--- config.mk ---
export PLATFORM = sky130hd
export DESIGN_NAME = keypoint_reader
export DESIGN_NICKNAME = d
export VERILOG_FILES = /design/src/rtl/keypoint_reader.sv
export SDC_FILE = /design/constraint.sdc
export NUM_CORES = 1
export LEC_CHECK = 0
export CAP_MARGIN = 0
export CELL_PAD_IN_SITES_DETAIL_PLACEMENT = 0
export CELL_PAD_IN_SITES_GLOBAL_PLACEMENT = 1
export CORE_MARGIN = 1.5
export CORE_UTILIZATION = 46
export CTS_CLUSTER_DIAMETER = 30
export DETAILED_ROUTE_END_ITERATION = 8
export GPL_TIMING_DRIVEN = 0
export PLACE_DENSITY_LB_ADDON = 0.1
export SLEW_MARGIN = 5
export SYNTH_ARGS = -nofsm -noshare
export SYNTH_HDL_FRONTEND = slang
export SYNTH_SLANG_ARGS = --single-unit
--- constraint.sdc ---
create_clock -name clk -period 6 [get_ports clk]
set_input_delay 1.2 -clock clk [delete_from_list [all_inputs] [get_ports clk]]
set_output_delay 1.2 -clock clk [all_outputs]
set_load 0.1 [all_outputs]
--- src/rtl/keypoint_reader.sv ---
// keypoint_reader: drains the keypoint BRAM onto a valid/ready stream through a credit-limited skid FIFO.
// Define KEYPOINT_SCALE_EN to map octave-1 coordinates to top-octave pixels (shift left by 1).
module keypoint_reader #(
  parameter int DIMENSION = 64,
  parameter int KEY_DEPTH = 4096,
  parameter int READ_LATENCY = 2,
  parameter int FIFO_DEPTH = 4,
  localparam int W = $clog2(DIMENSION),
  localparam int AW = $clog2(KEY_DEPTH)
) (
  input  logic          clk,
  input  logic          rst_in,
  input  logic          start,
  input  logic [AW-1:0] key_count,
  output logic [AW-1:0] key_read_addr,
  input  logic [2*W:0]  key_data,
  output logic          kp_valid,
  input  logic          kp_ready,
  output logic [W-1:0]  kp_x,
  output logic [W-1:0]  kp_y,
  output logic          kp_octave,
  output logic          kp_last,
  output logic          busy,
  output logic          done
);
  localparam int PW = $clog2(FIFO_DEPTH);
  localparam int CW = $clog2(FIFO_DEPTH + 1);
  typedef enum logic [1:0] {S_IDLE, S_RD, S_DRAIN, S_DONE} state_t;
  state_t state, nxt;
  logic [AW:0] cnt, ptr, out_cnt, req;
  logic [READ_LATENCY-1:0] vld;
  logic [CW-1:0] inflight, occ;
  logic [PW-1:0] wr, rd;
  logic [2*W:0] mem [FIFO_DEPTH];
  logic [2*W:0] head;
  logic [W-1:0] x, y;
  logic issue, push, pop;
  assign req = ({1'b0, key_count} > (AW+1)'(KEY_DEPTH)) ? (AW+1)'(KEY_DEPTH) : {1'b0, key_count};
  assign push = vld[READ_LATENCY-1];
  assign pop = kp_valid & kp_ready;
  assign kp_valid = occ != '0;
  assign head = mem[rd];
  always_ff @(posedge clk or negedge rst_in)
    if (!rst_in) state <= S_IDLE;
    else state <= nxt;
  always_comb begin
    nxt = state;
    case (state)
      S_IDLE:  if (start) nxt = req != '0 ? S_RD : S_DONE;
      S_RD:    if (ptr + (AW+1)'(issue) == cnt) nxt = S_DRAIN;
      S_DRAIN: if (inflight == '0 && occ == '0) nxt = S_DONE;
      default: nxt = S_IDLE;
    endcase
  end
  // Address 0 is already presented in IDLE, so the first read goes out with the start pulse.
  always_comb begin
    issue = state == S_IDLE ? start && req != '0
          : state == S_RD && ptr < cnt && int'(inflight) + int'(occ) < FIFO_DEPTH;
    busy = state != S_IDLE;
    key_read_addr = state == S_IDLE ? '0 : ptr[AW-1:0];
  end
  always_ff @(posedge clk or negedge rst_in)
    if (!rst_in) begin
      vld <= '0;
      inflight <= '0;
      occ <= '0;
      wr <= '0;
      rd <= '0;
      cnt <= '0;
      ptr <= '0;
      out_cnt <= '0;
      done <= 1'b0;
    end else begin
      vld <= READ_LATENCY'({vld, issue});
      inflight <= inflight + CW'(issue) - CW'(push);
      occ <= occ + CW'(push) - CW'(pop);
      if (push) wr <= wr == PW'(FIFO_DEPTH - 1) ? '0 : wr + 1'b1;
      if (pop) rd <= rd == PW'(FIFO_DEPTH - 1) ? '0 : rd + 1'b1;
      if (pop) out_cnt <= out_cnt + 1'b1;
      if (state == S_IDLE && start) begin
        cnt <= req;
        ptr <= (AW+1)'(issue);
        out_cnt <= '0;
      end else if (issue) ptr <= ptr + 1'b1;
      done <= state == S_DONE;
    end
  always_ff @(posedge clk)
    if (push) mem[wr] <= key_data;
  always_comb begin
`ifdef KEYPOINT_SCALE_EN
    x = head[2*W] ? {head[2*W-2:W], 1'b0} : head[2*W-1:W];
    y = head[2*W] ? {head[W-2:0], 1'b0} : head[W-1:0];
`else
    x = head[2*W-1:W];
    y = head[W-1:0];
`endif
    kp_x = kp_valid ? x : '0;
    kp_y = kp_valid ? y : '0;
    kp_octave = kp_valid & head[2*W];
    kp_last = kp_valid && out_cnt == cnt - 1'b1;
  end
endmodule

# Word-level counts from Yosys, hierarchy flattened
# Memories as Yosys holds them, arrays and structs flattened.
# Cells that the tools add are included.
# totals
reg_bits,54
ramBits,52
inputBits,29
output_inout_bits,29
word_cells,70
mem_count,1
# mem_list
name,words,word_bits,read_ports,rd_clocked_by_memory_dff,write_ports,line,rtl
mem,4,13,1,0,1,34,logic [2*W:0] mem [FIFO_DEPTH];
# classes
add_sub_neg,11
n_lt_le_gt_ge,3
n_eq_ne,10
mux,18
bitwise_logic,2
n_reduce_logical,15
# ops
cell,n
13-bit 2-to-1 mux,5
13-bit by 1-bit adder with 13-bit output (second input constant),2
13-bit equality test,2
13-bit by 1-bit adder with 13-bit output,1
12-bit by 13-bit greater-than comparator with 1-bit output (second input constant),1
13-bit < comparator,1
13-bit nonzero test,1
13-bit by 1-bit subtractor with 13-bit output (second input constant),1
12-bit 2-to-1 mux,1
2-bit 2-to-1 mux,6
6-bit 2-to-1 mux,2
2-bit equality test (second input constant),4
3-bit by 1-bit adder with 3-bit output,2
1-bit logical AND,6
3-bit logical NOT,2
2-bit inequality test (second input constant),3
2-bit one-hot mux with 3 select lines,1
2-bit nonzero test,3
3-bit by 1-bit subtractor with 3-bit output,2
2-bit by 1-bit adder with 2-bit output (second input constant),2
3-bit by 3-bit adder with 4-bit output,1
4-bit by 3-bit < comparator with 1-bit output (second input constant),1
1-bit 2-to-1 mux,3
3-bit AND reduction,1
4 further kinds,5

# Depth between registers and ports, before layout
# Gate-level depths: netlist of the first run.
# logic_depth
word_depth,9
mapped_depth,17
ltp_nobuf,15

# Least setup slack after synthesis of the first run
# No wires, ideal clock.
# synth_timing
path_type,register -> output
startpoint,reg cnt[0]
endpoint,out kp_last
arrival_ns,5.054
required_ns,4.800
slack_ns,-0.254
stages_incl_launch_ff,10
cell_sequence,dfrtp_1 inv_1 ha_1 or4b_1 buf_2 or4_1 o21ai_0 o21ai_0 o22a_1 nor4_1
# synth_via
elab_chain_len,3
# synth_lines
item,line,rtl
"start, declared",30,"logic [AW:0] cnt, ptr, out_cnt, req;"
"start signal, assigned",81,cnt <= req;
13-bit by 1-bit subtractor with 13-bit output,100,kp_last = kp_valid && out_cnt == cnt - 1'b1;
13-bit equality test,100,
1-bit logical AND,100,
"end, declared",22,"output logic kp_last,"
# Every way passes these cells.

# Worst setup path in the final report of the first run
# Same ends and word-level chain as after synthesis.

==> summary.md, run 1 <==
| Metric | Value |
|---|---|
| Warning count from the yosys run | 0 |
| Crit Path Max Fanout | 8 |
| Gpl congestion | between 0.8 and 0.9 |
| Worst slew pin tran | 1.00 ns |
| Count of input and output buffers | 57 |
| ANT nets after route | 0 |
| Worst stage delay on the critical path | ~1.2 ns |
| RSZ-0062 raised after global routing | false |
| Fraction of the mapped netlist area in simple logic gates | 0.176 |
| Syn_area_per_cell | 11.1 um2 |
| Worst path buffer plus inverter count | 3 |
| XOR/XNOR share of the synthesized area | 0.0673 |
| DR DRC count | 0 |
| Power Density | 517 nW/um2 |
| Mux cell area share after synthesis | 0.0688 |
| CTS max path bufs | 2 |
| Drt via density | between 5 and 6 |
| Drt total wl | between 10,000 and 15,000 um |
| Initial Util | 0.468 |
| Ys flop type | dfrtp_1 |
| Worst-skew pair later-pin latency | around 0.35 ns |
| Post-CTS sizing | 0 |
| Hold/Removal Path Class | reg -> reg |
| # Post-CTS Setup Buffers | 0 |
| Largest net degree at the start of global routing | 28 |
| Layout Utilization | 0.557 |
| Max-capacitance violation count | 0 |
| Worst vdd ir | around 0.00028 V |
| Most frequent CP cell | o21ai_0 |
| Tmin final | between 5 and 6 ns |
| Drt first pass iters | 5 |
| Crit path max-delay family | buffers and inverters |
| CTS tree | built |
| Drt wl/cell | about 17 um |
| Fin nets | about 660 |
| CTS sink count | around 110 |
| Clk_skew | 0.00541 ns |
| Crit share post-route | 0.891 |
| Worst Path Arrival | just over 4 ns |
| Layout fillers | about 1,100 |
| FF+latch count, synth | around 110 |
| Synth Instances | 530 |
| Fin. max-slew vios | 0 |
| DIE AREA | ~13,000 um2 |
| I/O pin count | 58 |
| Core area | about 13,000 um2 |
| Post-synthesis instance area | 5860 um2 |
| Slew HR | 0.328 |
| Layout cells sized above 1 | 0.0579 |
| Root buffer cell | clkbuf_16 |
| Post-synth net total | roughly 600 |
| Worst setup path category | reg -> out |
| Post-route setup TNS | 0 ns |
| Seq/Total Area, Yosys | 0.493 |
| Main combinational cell family by area after synthesis | simple AND/OR/NAND/NOR gates |
| Critical Path RT | 4.80 ns |
| Initial DRC count | ~220 |
| GRT Total Usage | 0.213 |
| Vias in the first global route | approximately 4,000 |
| Number of synthesized flops with an enable pin | 52 |
| Crit path cell chain | inv_1 -> ha_1 -> or4b_1 -> buf_2 -> or4_1 -> o21ai_0 -> o21ai_0 -> o22a_1 -> nor4_2 -> clkdlybuf4s50_1 |
| Final setup fails | 0 |
| Layout area overhead | 19.1% |
| GRT overflow | 0 |
| Detailed-route via count | 4,200 |
| Die X | between 100 and 150 um |
| Ant diodes | 0 |
| Post-cts hold buffer count | 0 |
| Adder-Cell Fraction of Synth Area | 0.0731 |
| Global-route wire length before repair | 21,400 um |
| Fmax | approximately 190 MHz |
| Dpl hpwl | slightly below 10,000 um |
| Die height | approximately 120 um |
| Synth Area in Compound Gates | 0.0844 |
| Status | completed |
| Slowest cell on the critical path | clkdlybuf4s50_1 |
| Critical Path End Type | output port |
| Worst-path clk slew | 0.07 ns |
| # rows | approximately 40 |
| TritonCTS Buffers | 9 |
| H-tree depth | 3 |
| Synth cell types | between 50 and 60 |
| Async set-reset flop share out of synthesis | 0.505 |
| Pleak | roughly 2.7 nW |
| Final Hold Viols | 0 |
| Initial antenna violation count | 0 |
| CP Launch Type | register |
-- cells in the final DEF, fill, tap and decap left out, drive strengths merged, types with 3 or more instances in the layout --
master	instances
nand2b	10
a21oi	11
nor4b	3
inv	31
mux2i	11
and4	3
nand3	19
clkdlybuf4s50	56
nand4	12
buf	7
ha	31
o21ai	23
xor2	18
mux4	13
a2111oi	6
nor3	13
or4	6
a211oi	3
or3	4
nor2b	12
nor4	6
o31ai	5
edfxtp	52
nand2	50
and3	3
clkbuf	33
and2	23
a221oi	3
a21o	6
xnor2	27
dfrtp	53
nor2	22
-- synth_stat cells, types with 11 or more instances --
| cell | instances | area [um2] |
|---|---|---|
| inv_1 | 30 | 113 |
| xnor2_1 | 27 | 236 |
| nor3_1 | 13 | 65.1 |
| and2_1 | 23 | 144 |
| xor2_1 | 18 | 158 |
| o21ai_0 | 23 | 115 |
| edfxtp_1 | 52 | 1560 |
| dfrtp_1 | 53 | 1330 |
| clkbuf_1 | 20 | 75.1 |
| a21oi_1 | 11 | 55.1 |
| nand2_1 | 50 | 188 |
| ha_1 | 31 | 388 |
| nand4_1 | 12 | 75.1 |
| nor2_1 | 22 | 82.6 |
| nand3_1 | 18 | 90.1 |
| mux4_2 | 13 | 293 |
| nor2b_1 | 12 | 75.1 |
| mux2i_1 | 11 | 110 |
-- cells by family (layout without fill, tap and decap cells) --
group / count (synthesis) / count (layout)
DFF: 105 / 105
xor gates and xnor gates: 45 / 45
AOI/OAI and AO/OA: 74 / 74
muxes: 24 / 24
and+or+nand+nor: 192 / 192
buffers and inverters: 57 / 131
adders and majority gates: 33 / 33
-- sequential cells by signal, indices dropped and copies added (netlist names) --
| signal | cells |
|---|---|
| state | 2 |
| mem | 52 |
| ptr | 13 |
| done | 1 |
| wr | 2 |
| inflight | 3 |
| rd | 2 |
| out_cnt | 13 |
| cnt | 12 |
| vld | 2 |
| occ | 3 |
-- cell type report --
class / count / area (um2) / share of cell area
flip-flops and latches: 105 / 2890 / 0.414
multi-input cells: 368 / 2750 / 0.395
repair buffers: 58 / 586 / 0.0839
clock buffers: 12 / 236 / 0.0339
well taps: 172 / 215 / 0.0308
inverters: 31 / 116 / 0.0167
plain buffers: 26 / 105 / 0.0151
clock inverters: 4 / 76.3 / 0.0109
-- report_power, final --
part	total [mW]	internal [mW]	switching, mW
Clock	0.627	0.368	0.259
Sequential	1.07	0.915	0.157
Combinational	1.91	0.634	1.28
Total	3.61	1.92	1.69
-- stage by stage --
stage	cells	instance area (um2)	power (mW)	setup WS, ns	hold slack, ns
floorplan	530	5860	2.53	0.900	0.331
global placement	759	6650	2.96	0.541	0.335
detailed placement	760	6660	3.00	0.576	0.340
CTS	776	6980	3.64	0.621	0.369
global route	776	6980	3.84	0.393	0.390
finish	776	6980	3.61	0.654	0.362
-- worst register-to-register path, stage by stage (launching register included) --
cell and delay, ns:
dfrtp_1 0.44, inv_1 0.10, ha_1 0.20, clkbuf_1 0.27
nor4b_1 0.33, nand3_1 0.15, o21ai_0 0.45, nand2_1 0.29
a21oi_1 0.57, ha_1 0.37, ha_1 0.33, nand3_1 0.12
or3_1 0.37, and4b_1 0.21, a311oi_1 0.56, or4_1 0.23
nand3_1 0.08
-- worst paths after layout --
check,startpoint,end,slack [ns],cells after the start
max in group asynchronous,rst_in,ptr[1],4.55,2
min reg2reg,vld[0],vld[1],0.36,0
min in group asynchronous,rst_in,out_cnt[4],0.87,1
min,vld[0],vld[1],0.36,0
max reg2reg,state[0],state[1],0.81,16
max,cnt[0],kp_last,0.65,10
-- layer usage --
layer,up-vias,GRT usage,part of all wire
met4,0,0.0407,0.0078
met1,2070,0.302,0.48
met3,9,0.0492,0.037
met5,-,0,0
li1,2052,-,-
met2,69,0.340,0.47
No activity file was read; power rests on OpenSTA's default activity.
==> run 2, diff against run 1 <==
--- a/config.mk
+++ b/config.mk
@@ -14,7 +14,7 @@
 export DETAILED_ROUTE_END_ITERATION = 8
 export GPL_TIMING_DRIVEN = 0
 export PLACE_DENSITY_LB_ADDON = 0.1
-export SLEW_MARGIN = 5
+export SLEW_MARGIN = 40
 export SYNTH_ARGS = -nofsm -noshare
 export SYNTH_HDL_FRONTEND = slang
 export SYNTH_SLANG_ARGS = --single-unit
==> run 2 against run 1 <==
  * Final area fell by 2.2%
  * First-iteration DRC count rose by 9.3%
  * Clock skew rose by 0.0033 ns
  * Sequential cell count did not move
  * Worst setup slack improved by 0.18 ns
  * Largest power group unchanged
==> summary.md, run 2 (same netlist as run 1, synthesis figures left out) <==
| Metric | Value |
|---|---|
| Slew HR | 0.487 (+0.159) |
| Vias in the first global route | 4,069 (+0.77%) |
| Worst-skew pair later-pin latency | 0.35 ns (about the same) |
| Worst vdd ir | 0.000294 V (+6.9%) |
| Layout fillers | 1,169 (+2.8%) |
| Root buffer cell | clkbuf_16 |
| Commonest non-fill, non-tap cell in the layout | dfrtp_1 |
| Worst Path Arrival | 5.38 ns (+1.23 ns) |
| Tmin final | 5.17 ns (-0.176 ns) |
| Drt via density | 5.42 (about the same) |
| Worst setup path category | reg -> reg |
| Fmax | 193 MHz (+3.4%) |
| Die X | 116 um (unchanged) |
| Reg-to-reg critical path startpoint | state[0] |
| Dpl hpwl | 9850 um (-0.59%) |
| Initial antenna violation count | 0 (unchanged) |
| I/O pin count | 58 (unchanged) |
| Die height | 116 um (unchanged) |
| Crit Path Max Fanout | 10 (+2) |
| Fin. max-slew vios | 0 (unchanged) |
| DIE AREA | 13,400 um2 (unchanged) |
| Worst slew pin tran | 0.769 ns (-0.236 ns) |
| Gpl congestion | 0.822 (unchanged) |
| Min Hold Slack | 0.363 ns (+0.000772 ns) |
| GRT overflow | 0 (unchanged) |
| Layout cells sized above 1 | 0.109 (+0.0513) |
| RSZ-0062 raised after global routing | false |
| CTS sink count | 105 (unchanged) |
| Max-capacitance violation count | 0 (unchanged) |
| CP startpoint | state[0] |
| Status | completed |
| Core area | 12,500 um2 (unchanged) |
| # Post-CTS Setup Buffers | 0 (unchanged) |
| CP Launch Type | register |
| Setup WS post-layout | 0.831 ns (+0.176 ns) |
| DP Worst Slack | 0.570 ns (-0.00615 ns) |
| Count of input and output buffers | 57 (unchanged) |
| CTS tree | built |
| Worst stage delay on the critical path | 0.57 ns (-0.61 ns) |
| Power Density | 513 nW/um2 (-0.86%) |
| Slowest cell on the critical path | a21oi_1 |
| Post-route setup TNS | 0 ns (unchanged) |
| Hold/Removal Path Class | reg -> reg |
| Design Power | 3.50 mW (-3.1%) |
| Detailed-route via count | 4,203 (+0.071%) |
| Initial Util | 0.468 (unchanged) |
| Critical Path End Type | register |
| Most frequent cells in the layout | dfrtp_1 (53), edfxtp_1 (52), nand2_1 (50) |
| Critical Path RT | 6.21 ns (+1.41 ns) |
| Drt total wl | 13,200 um (-0.62%) |
| Global-route wire length before repair | 21,400 um (-0.13%) |
| Drt wl/cell | 17.1 um (-0.62%) |
| # rows | 41 (unchanged) |
| H-tree depth | 3 (unchanged) |
| Crit share post-route | 0.862 (-0.0294) |
| Biggest regs | mem: 52 flops, out_cnt: 13 flops, ptr: 13 flops |
| Post-cts hold buffer count | 0 (unchanged) |
| Min-delay src | vld[0] |
| Final Hold Viols | 0 (unchanged) |
| Number of flip-flops under the largest register name | 52 (unchanged) |
| Clk_skew | 0.00868 ns (+0.00327 ns) |
| Post-CTS sizing | 0 (unchanged) |
| DR DRC count | 0 (unchanged) |
| Drt first pass iters | 4 (-1) |
| Reg with most FFs | mem |
| ANT nets after route | 0 (unchanged) |
| Largest net degree at the start of global routing | 39 (+39%) |
| Worst-path clk slew | 0.07 ns (about the same) |
| GRT Total Usage | 0.211 (-0.00161) |
| CTS max path bufs | 2 (unchanged) |
| Layout area overhead | 16.4% |
| Pleak | 2.71 nW (+1.1%) |
| Fin nets | 661 (unchanged) |
| Initial DRC count | 235 (+9.3%) |
| Final setup fails | 0 (unchanged) |
| TritonCTS Buffers | 9 (unchanged) |
| Ant diodes | 0 (unchanged) |
| Crit path cell chain | inv_1 -> ha_1 -> clkbuf_1 -> nor4b_1 -> nand3_1 -> o21ai_0 -> nand2_1 -> a21oi_1 -> ha_1 -> ha_1 -> nand3_1 -> or3_1 -> and4b_1 -> a311oi_1 -> or4_1 -> nand3_1 |
## run 2: through the flow
step	area [um2]	cells	utilization
6_report	6820	776	0.545
4_1_cts	6820	776	0.545
3_5_place_dp	6520	760	0.521
3_3_place_gp	6650	759	0.531
2_1_floorplan	5860	530	-
5_1_grt	6820	776	0.545
## run 2: path summary, 6_finish.rpt
kind,end,slack [ns],cells after the start
max in group asynchronous,vld[0],4.81,2
hold / removal,vld[1],0.36,0
hold reg to reg,vld[1],0.36,0
setup / recovery,state[0],0.83,16
setup reg to reg,state[0],0.83,16
min in group asynchronous,rd[1],0.71,1
## run 2: power by group
group	switching [mW]	total [mW]	internal [mW]
combinational	1.27	1.83	0.558
sequential	0.157	1.07	0.915
clock	0.260	0.596	0.336
## run 2: layout make-up
| cell class | count | area [um2] | share of cell area |
|---|---|---|---|
| tap | 172 | 215 | 0.0316 |
| clock inverter | 4 | 51.3 | 0.00752 |
| sequential | 105 | 2890 | 0.423 |
| clock buffer | 12 | 246 | 0.0361 |
| timing repair buffer | 58 | 443 | 0.0649 |
| multi-input combinational | 368 | 2750 | 0.404 |
| inverter | 31 | 116 | 0.0171 |
| buffer | 26 | 106 | 0.0156 |
## run 2: critical path: cells and delay by family, from the launching register on
kind	cells	cell delay, ns
and+or+nand+nor	8	1.79
AOI/OAI and AO/OA	3	1.58
adders and majority gates	3	0.88
DFF	1	0.43
buffers and inverters	2	0.34
## run 2: routing by layer
layer / wire length (um) / up-vias / GRT usage
met5: 0 / - / 0
met4: 87 / 0 / 0.0398
met3: 474 / 8 / 0.0481
met2: 6240 / 74 / 0.335
met1: 6450 / 2071 / 0.303
li1: - / 2050 / -
==> run 3, diff against run 2 <==
--- a/config.mk
+++ b/config.mk
@@ -9,7 +9,7 @@
 export CELL_PAD_IN_SITES_DETAIL_PLACEMENT = 0
 export CELL_PAD_IN_SITES_GLOBAL_PLACEMENT = 1
 export CORE_MARGIN = 1.5
-export CORE_UTILIZATION = 46
+export CORE_UTILIZATION = 41
 export CTS_CLUSTER_DIAMETER = 30
 export DETAILED_ROUTE_END_ITERATION = 8
 export GPL_TIMING_DRIVEN = 0
==> constraint.sdc (replaced) <==
create_clock -name clk -period 4.3 [get_ports clk]
set_input_delay 0.86 -clock clk [delete_from_list [all_inputs] [get_ports clk]]
set_output_delay 0.86 -clock clk [all_outputs]
set_load 0.1 [all_outputs]
==> run 3 against run 2 <==
  * Power increased by 44%
  * Via count grew 3.6%
  * Die area increased by 12%
==> summary.md, run 3 (same netlist as run 1, synthesis figures left out) <==
| Metric | Value |
|---|---|
| Status | completed |
| Worst-path clk slew | 0.08 ns (about the same) |
| Slowest cell on the critical path | or4_4 |
| Most frequent CP cell | o21ai_0 |
| Root buffer cell | clkbuf_16 |
| Slew HR | 0.514 (+0.0271) |
| Reg with most FFs | mem |
| CTS sink count | 105 (unchanged) |
| Fmax | about 240 MHz |
| Count of input and output buffers | 57 (unchanged) |
| Worst path buffer plus inverter count | 3 (+1) |
| Worst setup path category | reg -> out |
| Initial DRC count | 270 (+15%) |
| Crit Path Max Fanout | 8 (-2) |
| Reg-to-reg critical path startpoint | cnt[6] |
| DR DRC count | 0 (unchanged) |
| Number of flip-flops under the largest register name | 52 (unchanged) |
| # rows | 43 (+4.9%) |
| Max-capacitance violation count | 0 (unchanged) |
| Crit path cell chain | inv_1 -> ha_2 -> or4b_1 -> buf_2 -> or4_4 -> o21ai_0 -> o21ai_0 -> o22a_1 -> nor4_4 -> buf_6 |
| H-tree depth | 3 (unchanged) |
| Layout cells sized above 1 | 0.142 (+0.0329) |
| RSZ-0062 raised after global routing | false |
| Die X | 123 um (+5.8%) |
| DIE AREA | 15,000 um2 (+12%) |
| Post-cts hold buffer count | 0 (unchanged) |
| Gpl congestion | 0.809 (-1.6%) |
| CP Launch Type | register |
| Dpl hpwl | 10,400 um (+5.3%) |
| Detailed-route via count | 4,356 (+3.6%) |
| GRT Total Usage | 0.202 (-0.00963) |
| Final setup fails | 0 (unchanged) |
| Die height | 123 um (+5.8%) |
| Drt wl/cell | 18.2 um (+6.5%) |
| Worst stage delay on the critical path | 0.50 ns (-0.07 ns) |
| Worst Path Arrival | 3.26 ns (-2.12 ns) |
| TritonCTS Buffers | 9 (unchanged) |
| Global-route wire length before repair | 22,800 um (+6.4%) |
| ANT nets after route | 0 (unchanged) |
| Hold/Removal Path Class | reg -> reg |
| Final Hold Viols | 0 (unchanged) |
| GRT overflow | 0 (unchanged) |
| Critical Path End Type | output port |
| I/O pin count | 58 (unchanged) |
| Fin. max-slew vios | 0 (unchanged) |
| Initial Util | 0.420 (-0.0476) |
| Initial antenna violation count | 0 (unchanged) |
| Drt first pass iters | 4 (unchanged) |
| CTS max path bufs | 2 (unchanged) |
| Hold Path Sink | vld[1] |
| Final cell count without fillers | 785 (+1.2%) |
| Crit share post-route | 0.957 |
| Worst vdd ir | 0.000420 V (+43%) |
| Setup WS post-layout | 0.184 ns (-0.646 ns) |
| Pleak | 2.75 nW (+1.2%) |
| Commonest non-fill, non-tap cell in the layout | edfxtp_1 |
| Worst slew pin tran | 0.710 ns (-0.0590 ns) |
| DP Worst Slack | -1.00 ns (-1.57 ns) |
| Placed inst area | 6540 um2 (+0.29%) |
| Tmin final | ~4 ns |
| CP startpoint | cnt[1] |
| Hold path depth | 0 (unchanged) |
| Largest net degree at the start of global routing | 39 (unchanged) |
| R2R depth | 15 (-1) |
| Core area | 13,900 um2 (+11%) |
| Most frequent cells in the layout | edfxtp_1 (52), dfrtp_1 (50), nand2_1 (49) |
| Worst-skew pair later-pin latency | 0.36 ns (about the same) |
| Clk_skew | 0.0110 ns (+0.00236 ns) |
| FF-to-FF setup slack | 0.20 ns (-0.63 ns) |
| Finished Cell Area | 6950 um2 (+1.9%) |
| CTS tree | built |
| Min-delay src | vld[0] |
| Reg2reg end | state[0] |
| Placed instance count | 768 (+1.1%) |
| Ant diodes | 0 (unchanged) |
| Crit path max-delay family | simple AND/OR/NAND/NOR gates |
| Critical Path RT | 3.44 ns (-2.77 ns) |
| Drt total wl | 14,300 um (+7.7%) |
| Vias in the first global route | 4,253 (+4.5%) |
| Layout area overhead | 18.6% |
| Drt via density | 5.55 (+2.5%) |
| Fin nets | 662 (+0.15%) |
| Power Density | 724 nW/um2 (+41%) |
| Biggest regs | mem: 52 flops, out_cnt: 13 flops, ptr: 13 flops |
-- run 3: cell count changes in the layout (fill, tap and decap cells not counted), sizes merged --
| cell | before | now |
|---|---|---|
| inv | 31 | 34 |
| clkinvlp | 1 | 0 |
| clkinv | 2 | 3 |
| clkbuf | 34 | 30 |
| buf | 35 | 37 |
-- run 3: layout make-up --
cell class / count / area [um2]
fillers: 1278 / 6990
flip-flops and latches: 105 / 2890
multi-input cells: 368 / 2820
repair buffers: 61 / 472
clock buffers: 9 / 225
well taps: 180 / 225
inverters: 31 / 116
plain buffers: 24 / 105
clock inverters: 7 / 92.6
-- run 3: where the power goes --
group | switching [mW] | internal, mW
Clock | 0.414 | 0.468
Sequential | 0.227 | 1.28
Combinational | 1.82 | 0.824
-- run 3: repair_timing --
action,in CTS,in global routing
setup buffers,1,2
setup endpoints to repair,3,3
pin swaps,1,0
resized for setup,12,10
hold endpoints to repair,0,0
-- run 3: worst max-delay path by stage --
stage | depth (start not counted) | slack (ns) | endpoint
2_1_floorplan | 16 | 0.03 | state[0]
3_3_place_gp | 13 | -0.98 | state[0]
3_5_place_dp | 16 | -1.00 | state[1]
4_1_cts | 15 | 0.02 | state[0]
5_1_grt | 10 | 0.04 | kp_last
6_report | 10 | 0.18 | kp_last
-- run 3: layer usage --
layer,global-route usage,part of all wire,vias up
li1,-,-,2062
met1,0.288,0.49,2199
met2,0.313,0.47,81
met3,0.0414,0.032,14
met4,0.0560,0.014,0
met5,0,0,-
-- run 3: stage by stage --
step	setup TNS [ns]	utilization	power [mW]	hold WS (ns)
2_1_floorplan	0	-	3.54	0.331
3_3_place_gp	-2.27	0.478	4.17	0.338
3_5_place_dp	-2.00	0.469	4.12	0.340
4_1_cts	0	0.495	5.04	0.357
5_1_grt	0	0.499	5.36	0.360
6_report	0	0.499	5.03	0.353
